## src/rtl/egg_timer_pkg.sv

```systemverilog
// Shared egg-timer definitions: alarm FSM states, tone codes and default 500 Hz tick constants.
package egg_timer_pkg;

  typedef enum logic [2:0] {
    ST_IDLE,
    ST_ARMED,
    ST_BEEP_ON,
    ST_BEEP_OFF,
    ST_FINISH
  } alarm_state_t;

  localparam logic TONE_LOW  = 1'b0;
  localparam logic TONE_HIGH = 1'b1;

  localparam int TICK_BASE_HZ         = 500;
  localparam int DEFAULT_BEEP_TICKS   = TICK_BASE_HZ / 2;  // 0.5 s at the 500 Hz tick
  localparam int DEFAULT_BEEP_REPEATS = 10;
  localparam int DEFAULT_TICK_CNT_W   = 9;

  function automatic logic [3:0] sat_inc4(input logic [3:0] value);
    return (value == 4'hF) ? value : value + 4'd1;
  endfunction

endpackage

```

## src/rtl/alarm_tick_counter.sv

```systemverilog
// Tick counter with synchronous clear and enable; tc flags the enabled tick that lands on term.
// The count wraps to zero on that tick, so one instance can time successive phases.
module alarm_tick_counter #(
  parameter int W = 9
) (
  input  logic         clk,
  input  logic         reset,
  input  logic         clear,
  input  logic         en,
  input  logic [W-1:0] term,
  output logic         tc
);

  logic [W-1:0] count;

  assign tc = en && (count == term);

  always_ff @(posedge clk or posedge reset) begin
    if (reset) begin
      count <= '0;
    end else if (clear || tc) begin
      count <= '0;
    end else if (en) begin
      count <= count + W'(1);
    end
  end

endmodule

```

## src/rtl/egg_alarm_sequencer.sv

```systemverilog
// End-of-cook alarm: beeps on a 00:00 edge until the repeat limit or a stop, then pulses cook_done.
// ALARM_MIC_STOP_EN makes a mic_trigger pulse stop the alarm like stop_req.
module egg_alarm_sequencer
  import egg_timer_pkg::*;
#(
  parameter int BEEP_ON_TICKS  = DEFAULT_BEEP_TICKS,
  parameter int BEEP_OFF_TICKS = DEFAULT_BEEP_TICKS,
  parameter int BEEP_REPEATS   = DEFAULT_BEEP_REPEATS,
  parameter int TICK_CNT_W     = DEFAULT_TICK_CNT_W
) (
  input  logic       clk,
  input  logic       reset,
  input  logic       tick_500hz,
  input  logic       countdown_active,
  input  logic       time_zero,
  input  logic       stop_req,
  input  logic       mic_trigger,
  output logic       audio_en,
  output logic       tone_sel,
  output logic       alarm_active,
  output logic [3:0] beep_count,
  output logic       cook_done
);

  alarm_state_t          state, next_state;
  logic                  tz_prev, tz_edge;
  logic                  in_beep, stop_hit, mic_stop, tc;
  logic [TICK_CNT_W-1:0] term;
  logic [3:0]            next_beep_count;
  logic                  next_tone_sel;

`ifdef ALARM_MIC_STOP_EN
  assign mic_stop = mic_trigger;
`else
  logic unused_mic;
  assign unused_mic = mic_trigger;
  assign mic_stop   = 1'b0;
`endif

  assign in_beep  = (state == ST_BEEP_ON) || (state == ST_BEEP_OFF);
  assign stop_hit = in_beep && (stop_req || mic_stop);
  assign term     = (state == ST_BEEP_OFF) ? TICK_CNT_W'(BEEP_OFF_TICKS - 1)
                                           : TICK_CNT_W'(BEEP_ON_TICKS - 1);

  alarm_tick_counter #(
    .W(TICK_CNT_W)
  ) u_tick_counter (
    .clk   (clk),
    .reset (reset),
    .clear (!in_beep || stop_hit),
    .en    (in_beep && tick_500hz),
    .term  (term),
    .tc    (tc)
  );

  // Edge is only captured while ARMED so a time already at 00:00 when arming never rings.
  always_ff @(posedge clk or posedge reset) begin
    if (reset) begin
      tz_prev <= 1'b0;
      tz_edge <= 1'b0;
    end else begin
      tz_prev <= time_zero;
      tz_edge <= (state == ST_ARMED) && time_zero && !tz_prev;
    end
  end

  always_ff @(posedge clk or posedge reset) begin
    if (reset) begin
      state        <= ST_IDLE;
      beep_count   <= 4'd0;
      tone_sel     <= TONE_LOW;
      audio_en     <= 1'b0;
      alarm_active <= 1'b0;
      cook_done    <= 1'b0;
    end else begin
      state        <= next_state;
      beep_count   <= next_beep_count;
      tone_sel     <= next_tone_sel;
      audio_en     <= (next_state == ST_BEEP_ON);
      alarm_active <= (next_state == ST_BEEP_ON) || (next_state == ST_BEEP_OFF);
      cook_done    <= (state == ST_FINISH);
    end
  end

  always_comb begin
    next_state      = state;
    next_beep_count = beep_count;
    next_tone_sel   = tone_sel;
    case (state)
      ST_IDLE: begin
        if (countdown_active) next_state = ST_ARMED;
      end
      ST_ARMED: begin
        if (tz_edge) begin
          next_state      = ST_BEEP_ON;
          next_beep_count = 4'd1;
          next_tone_sel   = TONE_LOW;
        end else if (!countdown_active) begin
          next_state = ST_IDLE;
        end
      end
      ST_BEEP_ON: begin
        if (stop_hit)  next_state = ST_FINISH;
        else if (tc)   next_state = ST_BEEP_OFF;
      end
      ST_BEEP_OFF: begin
        if (stop_hit) begin
          next_state = ST_FINISH;
        end else if (tc) begin
          if (beep_count == 4'(BEEP_REPEATS)) begin
            next_state = ST_FINISH;
          end else begin
            next_state      = ST_BEEP_ON;
            next_beep_count = sat_inc4(beep_count);
            next_tone_sel   = (tone_sel == TONE_LOW) ? TONE_HIGH : TONE_LOW;
          end
        end
      end
      ST_FINISH: next_state = ST_IDLE;
      default:   next_state = ST_IDLE;
    endcase
  end

endmodule

```

## config.mk

```make
export PLATFORM = sky130hd
export DESIGN_NAME = egg_alarm_sequencer
export DESIGN_NICKNAME = d
export VERILOG_FILES = /design/src/rtl/egg_timer_pkg.sv /design/src/rtl/alarm_tick_counter.sv /design/src/rtl/egg_alarm_sequencer.sv
export SDC_FILE = /design/constraint.sdc
export NUM_CORES = 1
export LEC_CHECK = 0
export ABC_AREA = 0
export BUFFER_PORTS_ARGS = -buffer_cell sky130_fd_sc_hd__buf_2
export CAP_MARGIN = 30
export CORE_UTILIZATION = 50
export DETAILED_ROUTE_END_ITERATION = 6
export PLACE_DENSITY = 0.71
export SYNTH_ARGS = -nofsm -noshare
export SYNTH_HDL_FRONTEND = slang
export SYNTH_SLANG_ARGS = --single-unit
```

## constraint.sdc

```tcl
create_clock -name clk -period 2.35 [get_ports clk]
set_clock_uncertainty 0.05 [all_clocks]
set_input_delay 0.1175 -clock clk [delete_from_list [all_inputs] [get_ports clk]]
set_output_delay 0.1175 -clock clk [all_outputs]
set_load 0.01 [all_outputs]
```

# == After elaboration in Yosys (flattened, before gate mapping) ==
# Index checks and enable logic that the tools add are counted.
# Widths: inputs -> output; s select.
# op_classes
n_addsub,2
eq_ne,14
muxes,23
n_reduce_logical,16
# op_table
op,count
$mux 3,8
$mux 4,5
$mux 9,2
$eq 3x2->1 const B,4
$pmux 3 s4,1
$add 9x1->9 const B,1
$eq 9x8->1 const B,1
$eq 4x4->1 const B,2
$ne 2x2->1 const B,4
$pmux 4 s2,1
$reduce_and 6->1,1
$logic_and 1x1->1,5
$mux 1,5
$reduce_and 5->1,1
$add 4x1->4 const B,1
$logic_or 1x1->1,4
$reduce_bool 2->1,2
$eq 3x1->1 const B,1
$eq 3x3->1 const B,1
$logic_not 3->1,1
$logic_not 1->1,2
$ne 2x1->1 const B,1
$pmux 1 s2,1
# word_totals
register_bits,22
input_bits,7
output_inout_bits,8
wordCells,64

# == Logic depth before layout (Yosys ltp) ==
# Gate-level depths: netlist (run 1).
# logic_depth
word_depth,9
mapped_depth,8
ltp_nobuf,7

# == Hierarchy ==
# Synthesis (run 1) repeated with hierarchy kept, for this count alone.
# hier_totals
hier_cells,116
hier_area_um2,1188.6
# modules_own_cells
mod,n_inst,cells_per_inst,area_each_um2,seq_area_each_um2
egg_alarm_sequencer,1,64,653.1,325.3
alarm_tick_counter,1,52,535.5,225.2

# == Least setup slack after synthesis (run 1) ==
# No wires, ideal clock.
# synth_path
path_type,register to register
start,register beep_count[0]
end,register beep_count[3]
setup_time_ns,0.122
arrival_ns,1.635
required_ns,2.178
path_slack_ns,0.544
path_stages_with_launch,8
path_buffers,0
synth_period_minus_slack_ns,1.806
cell_sequence,dfrtp_1 > inv_1 > ha_1 > and3b_1 > nor3_1 > and3_1 > o21ai_0 > a32o_1
# synth_via
elab_chain_cells,6
word_cells_on_any_way,11
classes_between,add/sub (1); eq/ne (4); mux (5); reduce/logical (1)
# synth_lines
item,line,rtl
from (decl),egg_alarm_sequencer.sv:21,"output logic [3:0] beep_count,"
from (signal assigned),egg_alarm_sequencer.sv:77,beep_count <= next_beep_count;
$add 4x1->4,egg_timer_pkg.sv:21,return (value == 4'hF) ? value : value + 4'd1;
$mux 4,egg_timer_pkg.sv:21,
$mux 4,egg_alarm_sequencer.sv:110,if (beep_count == 4'(BEEP_REPEATS)) begin
$mux 4,egg_alarm_sequencer.sv:109,end else if (tc) begin
$mux 4,egg_alarm_sequencer.sv:107,if (stop_hit) begin
$pmux 4 s2,egg_alarm_sequencer.sv:89,case (state)
# Several ways; a longest one is shown, not always the timed one. The select of a mux whose other input is x is not followed.
# A chain may end at the register's enable or synchronous reset.

# == Worst setup path in the final report (run 1) ==
# Ends and elaborated chain as after synthesis.

==> results of run 1 <==
[routing by layer]
| layer | vias to the layer above | wire [um] | track usage [%] | share of wire (%) |
|---|---|---|---|---|
| li1 | 446 | - | - | - |
| met1 | 424 | 1080 | 28.5 | 49 |
| met2 | 23 | 1040 | 35.4 | 47 |
| met3 | 2 | 80 | 5.56 | 3.6 |
| met4 | 0 | 13 | 4.29 | 0.59 |
| met5 | - | 0 | 0 | 0 |
[kinds of logic after synthesis]
| logic type | after synthesis | share of synthesized area [%] |
|---|---|---|
| XOR/XNOR | 7 | 5.34 |
| adder cells (fa/ha/maj) | 4 | 4.36 |
| AND/OR/NAND/NOR | 58 | 27.4 |
| flip-flops | 22 | 48.0 |
| AO/OA/AOI/OAI | 19 | 11.6 |
| buffers and inverters | 8 | 3.38 |
[cells in the mapped netlist (all sizes together)]
cell | n | area share [%]
or3b | 1 | 0.76
or4bb | 1 | 0.98
ha | 4 | 4.4
clkbuf | 2 | 0.65
nor3 | 4 | 1.7
o41a | 1 | 0.98
nand4 | 2 | 1.1
a21oi | 5 | 2.2
nor2 | 22 | 7.2
o31a | 1 | 0.76
o311ai | 1 | 0.76
o31ai | 2 | 1.3
a32o | 1 | 0.87
xnor2 | 3 | 2.3
o21ai | 4 | 1.7
a31oi | 1 | 0.55
buf | 2 | 1.4
a41oi | 1 | 0.76
and3 | 4 | 2.2
dfrtp | 22 | 48
o221a | 1 | 0.98
or4 | 1 | 0.98
nand4b | 2 | 2.8
xor2 | 4 | 3.1
or3 | 1 | 0.55
inv | 4 | 1.3
nor4b | 1 | 0.76
nand2 | 10 | 3.3
a211oi | 1 | 0.65
and3b | 1 | 0.76
nor3b | 2 | 1.3
nand2b | 3 | 1.6
nand3 | 3 | 1.3
[flip-flops by register name, summed over array words and instances (netlist names)]
name,cells
alarm_active,1
audio_en,1
beep_count,4
cook_done,1
state,3
tone_sel,1
tz_edge,1
tz_prev,1
u_tick_counter.count,9
[area by class of cell]
type	count	area [sq um]
multi-input cells	88	558
well taps	27	33.8
inverters	4	15.0
fillers	185	790
repair buffers	16	92.6
flip-flops and latches	22	551
clock buffers	3	22.5
[path summary, 6_finish.rpt]
check	end	startpoint
worst min register to register	tz_edge	tz_prev
min in group asynchronous	u_tick_counter.count[2]	reset
max in group asynchronous	u_tick_counter.count[6]	reset
worst min-delay path	u_tick_counter.count[1]	tick_500hz
worst max register to register	beep_count[3]	beep_count[0]
worst max-delay path	beep_count[3]	beep_count[0]
[placed cells by master (no fill, tap or decap), types with 2 or more instances in the layout]
cell and instances:
sky130_fd_sc_hd__nor2_1 22, sky130_fd_sc_hd__dfrtp_1 22, sky130_fd_sc_hd__buf_2 13, sky130_fd_sc_hd__nand2_1 10, sky130_fd_sc_hd__a21oi_1 5, sky130_fd_sc_hd__inv_1 4, sky130_fd_sc_hd__and3_1 4, sky130_fd_sc_hd__nor3_1 4
sky130_fd_sc_hd__xor2_1 4, sky130_fd_sc_hd__o21ai_0 4, sky130_fd_sc_hd__ha_1 4, sky130_fd_sc_hd__nand2b_1 3, sky130_fd_sc_hd__xnor2_1 3, sky130_fd_sc_hd__nand3_1 3, sky130_fd_sc_hd__clkbuf_4 3, sky130_fd_sc_hd__nand4_1 2
sky130_fd_sc_hd__o31ai_1 2, sky130_fd_sc_hd__nor3b_1 2, sky130_fd_sc_hd__dlygate4sd3_1 2
[power breakdown]
| part | total (mW) | switching [mW] | internal [mW] |
|---|---|---|---|
| clock network | 0.157 | 0.0975 | 0.0596 |
| registers | 0.398 | 0.00966 | 0.388 |
| logic | 0.0638 | 0.0389 | 0.0249 |
| total | 0.619 | 0.146 | 0.473 |
[metrics by stage]
stage	hold slack (ps)	setup slack (ps)	power (mW)	cells
after global routing	40.7	255	0.656	160
after detailed placement	197	420	0.466	155
after CTS	46.8	389	0.627	160
final	50.0	398	0.619	160
after global placement	189	458	0.465	155
after floorplan	56.7	544	0.447	118
[worst max-delay path: stages, from the launching register on]
cell	delay, ps
sky130_fd_sc_hd__dfrtp_1	420
sky130_fd_sc_hd__inv_1	80
sky130_fd_sc_hd__ha_1	190
sky130_fd_sc_hd__and3b_1	230
sky130_fd_sc_hd__nor3_1	340
sky130_fd_sc_hd__and3_1	230
sky130_fd_sc_hd__o21ai_0	80
sky130_fd_sc_hd__a32o_1	230
==> results.txt, run 1 <==
----------------------------------------------------
[Timing]
  Slew HR ... 46.1%
  Final period demand of the worst path ... 1950 ps
  Transition at the pin with the smallest max-transition slack ... 807 ps
  Final setup TNS ... 0 ps
  Final setup violating endpoints ... 0
  Unrepaired setup endpoints after global routing ... false
  Number of hold violations in the final report ... 0
  Fraction of the cycle the final worst path needs ... 83.0%
  Count of final max-slew check failures ... 0
  Max Fclk ... 512 MHz

[Detailed routing]
  TritonRoute pass-1 iters ... 4
  Wire per inst ... 13.8 um
  Post-Route WL ... 2.21 mm
  Total number of vias ... 895
  Routed via count divided by cell count ... 5.59
  Iteration-0 DRC count of the detailed router ... 19
  DRC violation count after routing ... 0
  Antenna Nets Post-Route ... 0

[Logic synthesis]
  Number of instances in the synthesized netlist ... 118
  Mean instance size in the synthesized netlist ... 9.72 sq um
  Synthesized flop and latch total ... 22
  Number of nets in the synthesized netlist ... 129
  Sequential fraction of the synthesis area ... 48.0%
  Netlist area before placement ... 1150 sq um
  Yosys warnings ... 0
  Number of distinct library cells after synthesis ... 35

[Setup path]
  Crit Path Category ... reg2reg
  Setup crit start kind ... flop
  Kind of end point of the critical path ... flop
  Arrival @ worst endpoint ... 2090 ps
  Largest fanout on the critical path ... 5
  Required @ worst endpoint ... 2490 ps
  Setup slack of the most critical reg-to-reg path ... 400 ps
  Number of cells on the worst reg-to-reg path ... 7

[Run]
  Total of max-cap violations ... 0

[Hold path]
  Number of cells traversed by the worst hold path ... 2
  Hold Crit Class ... in2reg

[CTS]
  Number of gates resized after CTS ... 0
  CTS tree ... done
  Buffers inserted by post-CTS timing repair ... 0
  Largest buffer count on any clock path ... 2
  CTS clock-pin slew for the worst setup and hold paths ... 110 ps
  Clk root buf ... sky130_fd_sc_hd__clkbuf_4
  Sinks on the clock net ... 22
  Worst-skew pair later-pin latency ... 290 ps
  Number of buffers inserted by hold repair at cts ... 2
  Number of CTS-inserted buffers ... 3
  H-tree levels ... 1

[Floorplanning]
  Total number of placement rows ... 16
  Width of the die ... 49.9 um
  Num ports ... 15
  Chip height ... 49.9 um
  Floorplan Core Area ... 2060 sq um
  Die Footprint ... 2490 sq um
  Initial Utilization ... 55.6%

[Power]
  Worst VDD drop ... 0.339 mV
  Leakage power ... 0.620 nW
  Cell area power density ... 486 nW/um^2

[Global routing]
  Final global-route overflow total ... 0
  Antenna violations before repair ... 0
  Total GRT Usage ... 21.5%
  Wire length of the first global-routing pass ... 4.06 mm
  Number of global-route vias before repair ... 901
  Maximum number of pins on one net before global-route repair ... 23

[Layout]
  Diodes inserted ... 0
  Fraction of final layout cells sized beyond drive strength 1 ... 15.0%
  Layout-stage area growth over the synthesis result ... 10.9%
  Nets@finish ... 146
  Finished Core Util ... 61.7%
  Final non-filler cell area ... 1270 sq um

[Placed design]
  Number of buffer cells added on primary ports ... 13
  Post-placement cell area ... 1230 sq um
  Routability-driven placement congestion ratio ... 0.776
  Half-perimeter wire length after detailed placement ... 1.62 mm

[Outcome]
  Result of the run ... finished, final reports clean

----------------------------------------------------
Note: power is estimated with default switching activity, not from simulation.
==> inputs of run 2 (changes only) <==
PLACE_DENSITY = 0.73   (was 0.71)
clock period = 1.64 ns   (was 2.35 ns; I/O delays follow)
==> results.txt, run 2 (same netlist as run 1, synthesis figures left out) <==
----------------------------------------------------
[Layout]
  Nets@finish ... 178 (+22%)
  Most common library cell in the layout ignoring fill and taps ... sky130_fd_sc_hd__buf_4
  Most flops, register ... u_tick_counter.count
  Biggest registers after layout ... u_tick_counter.count (9), beep_count (4), state (3)
  Diodes inserted ... 0 (unchanged)
  Number of flip-flops under the largest register name ... 9 (unchanged)
  Fraction of final layout cells sized beyond drive strength 1 ... 33.9% (+19 points)
  Most frequent cells in the layout ... 33 x sky130_fd_sc_hd__buf_4, 22 x sky130_fd_sc_hd__nor2_1, 22 x sky130_fd_sc_hd__dfrtp_1, 13 x sky130_fd_sc_hd__buf_2, 10 x sky130_fd_sc_hd__nand2_1
  Layout-stage area growth over the synthesis result ... 33.3%
  Final cell count without fillers ... 192 (+20%)
  Final non-filler cell area ... 1530 sq um (+20%)
  Fill cell instance count of the final layout ... 161 (-13%)

[Floorplanning]
  Width of the die ... 49.9 um (unchanged)
  Initial Utilization ... 55.6% (unchanged)
  Num ports ... 15 (unchanged)
  Chip height ... 49.9 um (unchanged)
  Floorplan Core Area ... 2060 sq um (unchanged)
  Total number of placement rows ... 16 (unchanged)
  Die Footprint ... 2490 sq um (unchanged)

[Timing]
  Slew HR ... 76.1% (+30 points)
  Final worst hold slack ... 44.0 ps (-6.07 ps)
  Final period demand of the worst path ... 1830 ps (-121 ps)
  Final setup TNS ... -1390 ps (-1390 ps)
  Final setup violating endpoints ... 19 (+19)
  Fraction of the cycle the final worst path needs ... 112% (+29 points)
  Transition at the pin with the smallest max-transition slack ... 358 ps (-449 ps)
  Post-layout worst setup margin ... -191 ps (-589 ps)
  Count of final max-slew check failures ... 0 (unchanged)
  Unrepaired setup endpoints after global routing ... true
  Number of hold violations in the final report ... 0 (unchanged)
  Max Fclk ... 546 MHz (+6.6%)

[Detailed routing]
  TritonRoute pass-1 iters ... 4 (unchanged)
  Iteration-0 DRC count of the detailed router ... 29 (+10)
  Antenna Nets Post-Route ... 0 (unchanged)
  Wire per inst ... 13.8 um (-0.56%)
  Post-Route WL ... 2.64 mm (+19%)
  DRC violation count after routing ... 0 (unchanged)
  Total number of vias ... 1058 (+18%)
  Routed via count divided by cell count ... 5.51 (-1.5%)

[CTS]
  CTS clock-pin slew for the worst setup and hold paths ... 120 ps (about the same)
  Clk root buf ... sky130_fd_sc_hd__clkbuf_4
  Sinks on the clock net ... 22 (unchanged)
  H-tree levels ... 1 (unchanged)
  Largest buffer count on any clock path ... 2 (unchanged)
  Number of CTS-inserted buffers ... 3 (unchanged)
  Worst-skew pair later-pin latency ... 300 ps (about the same)
  CTS tree ... done

[Setup path]
  Largest fanout on the critical path ... 9 (+4)
  Arrival @ worst endpoint ... 2020 ps (-70 ps)
  Crit Path Category ... reg2reg
  Delay of the slowest cell on the worst path ... 500 ps (+80 ps)
  Setup crit start kind ... flop
  Required @ worst endpoint ... 1830 ps (-660 ps)
  Standard cell with the maximum stage delay on the critical path ... sky130_fd_sc_hd__or4_4
  Kind of end point of the critical path ... flop
  Cell-by-cell trace of the critical path ... inv_1 > ha_1 > nand4b_1 > or4_4 > nor2_1 > buf_4 > nor2_1 > nor2_1
  Most common cell type on the critical path ... sky130_fd_sc_hd__nor2_1

[Outcome]
  Failing checks ... negative setup slack
  Result of the run ... finished with violations

[Placed design]
  Routability-driven placement congestion ratio ... 0.802 (+3.3%)
  Number of buffer cells added on primary ports ... 13 (unchanged)
  Post-placement cell area ... 1460 sq um (+19%)
  DP Worst Slack ... -171 ps (-590 ps)
  Half-perimeter wire length after detailed placement ... 1.99 mm (+23%)
  Inst Count DP ... 185 (+19%)

[Global routing]
  Wire length of the first global-routing pass ... 4.62 mm (+14%)
  Maximum number of pins on one net before global-route repair ... 23 (unchanged)
  Antenna violations before repair ... 0 (unchanged)
  Total GRT Usage ... 25.0% (+3.5 points)
  Final global-route overflow total ... 0 (unchanged)
  Number of global-route vias before repair ... 1119 (+24%)

[Run]
  Total of max-cap violations ... 0 (unchanged)

[Power]
  Cell area power density ... 617 nW/um^2 (+27%)
  Worst VDD drop ... 0.540 mV (+59%)
  Leakage power ... 0.780 nW (+26%)

[Hold path]
  Hold Crit Class ... in2reg

----------------------------------------------------
==> run 2: final cells by class <==
| class | instances | area [sq um] | share of cell area (%) |
|---|---|---|---|
| Clock buffer | 3 | 22.5 | 1.47 |
| Inverter | 4 | 15.0 | 0.982 |
| Multi-Input combinational cell | 88 | 574 | 37.6 |
| Sequential cell | 22 | 551 | 36.0 |
| Tap cell | 27 | 33.8 | 2.21 |
| Timing Repair Buffer | 48 | 333 | 21.8 |
==> run 2: final timing paths <==
kind                       cells after the start  slack, ps                 endpoint                    start
max reg2reg                                    8       -190                 state[2]  u_tick_counter.count[1]
min reg2reg                                    1        370                  tz_edge                  tz_prev
max in group asynchronous                      4       1040  u_tick_counter.count[1]                    reset
min in group asynchronous                      4        280                cook_done                    reset
max                                            8       -190                 state[2]  u_tick_counter.count[1]
min                                            2         40             alarm_active                 stop_req
==> run 2: per-stage QoR <==
stage	util, %	total power, mW
floorplan	-	0.641
CTS	73.4	0.945
detailed placement	70.9	0.706
finish	74.2	0.943
global route	74.2	0.986
global placement	70.9	0.698
==> run 2: worst max-delay path: cells and delay by family, from the launching register on <==
kind | cells | cell delay (ps)
fa+ha+maj | 1 | 140
simple gates | 5 | 970
flops | 1 | 410
buf+inv | 2 | 210
==> run 2: where the power goes <==
group / internal, mW / total [mW] / leakage, nW / switching (mW)
combinational: 0.0645 / 0.134 / 0.470 / 0.0694
sequential: 0.556 / 0.568 / 0.297 / 0.0119
clock: 0.0857 / 0.241 / 0.0138 / 0.155
==> run 2: repair_timing <==
item | in CTS | in global routing
resized for setup | 1 | 2
endpoints found under the hold margin | 24 | 0
endpoints found under the setup margin | 18 | 19
gates cloned | 0 | 0
setup buffers | 1 | 1
pin swaps | 0 | 1
hold buffers | 2 | 0
==> run 2: metal layers <==
layer  vias to the layer above  GRT usage, %  wire length, um  part of all wire (%)
met2                        29          45.7             1350                    51
met3                         8          3.70               66                   2.5
met1                       503          28.3             1170                    44
met5                         -             0                0                     0
li1                        518             -                -                     -
met4                         0          11.0               49                   1.9
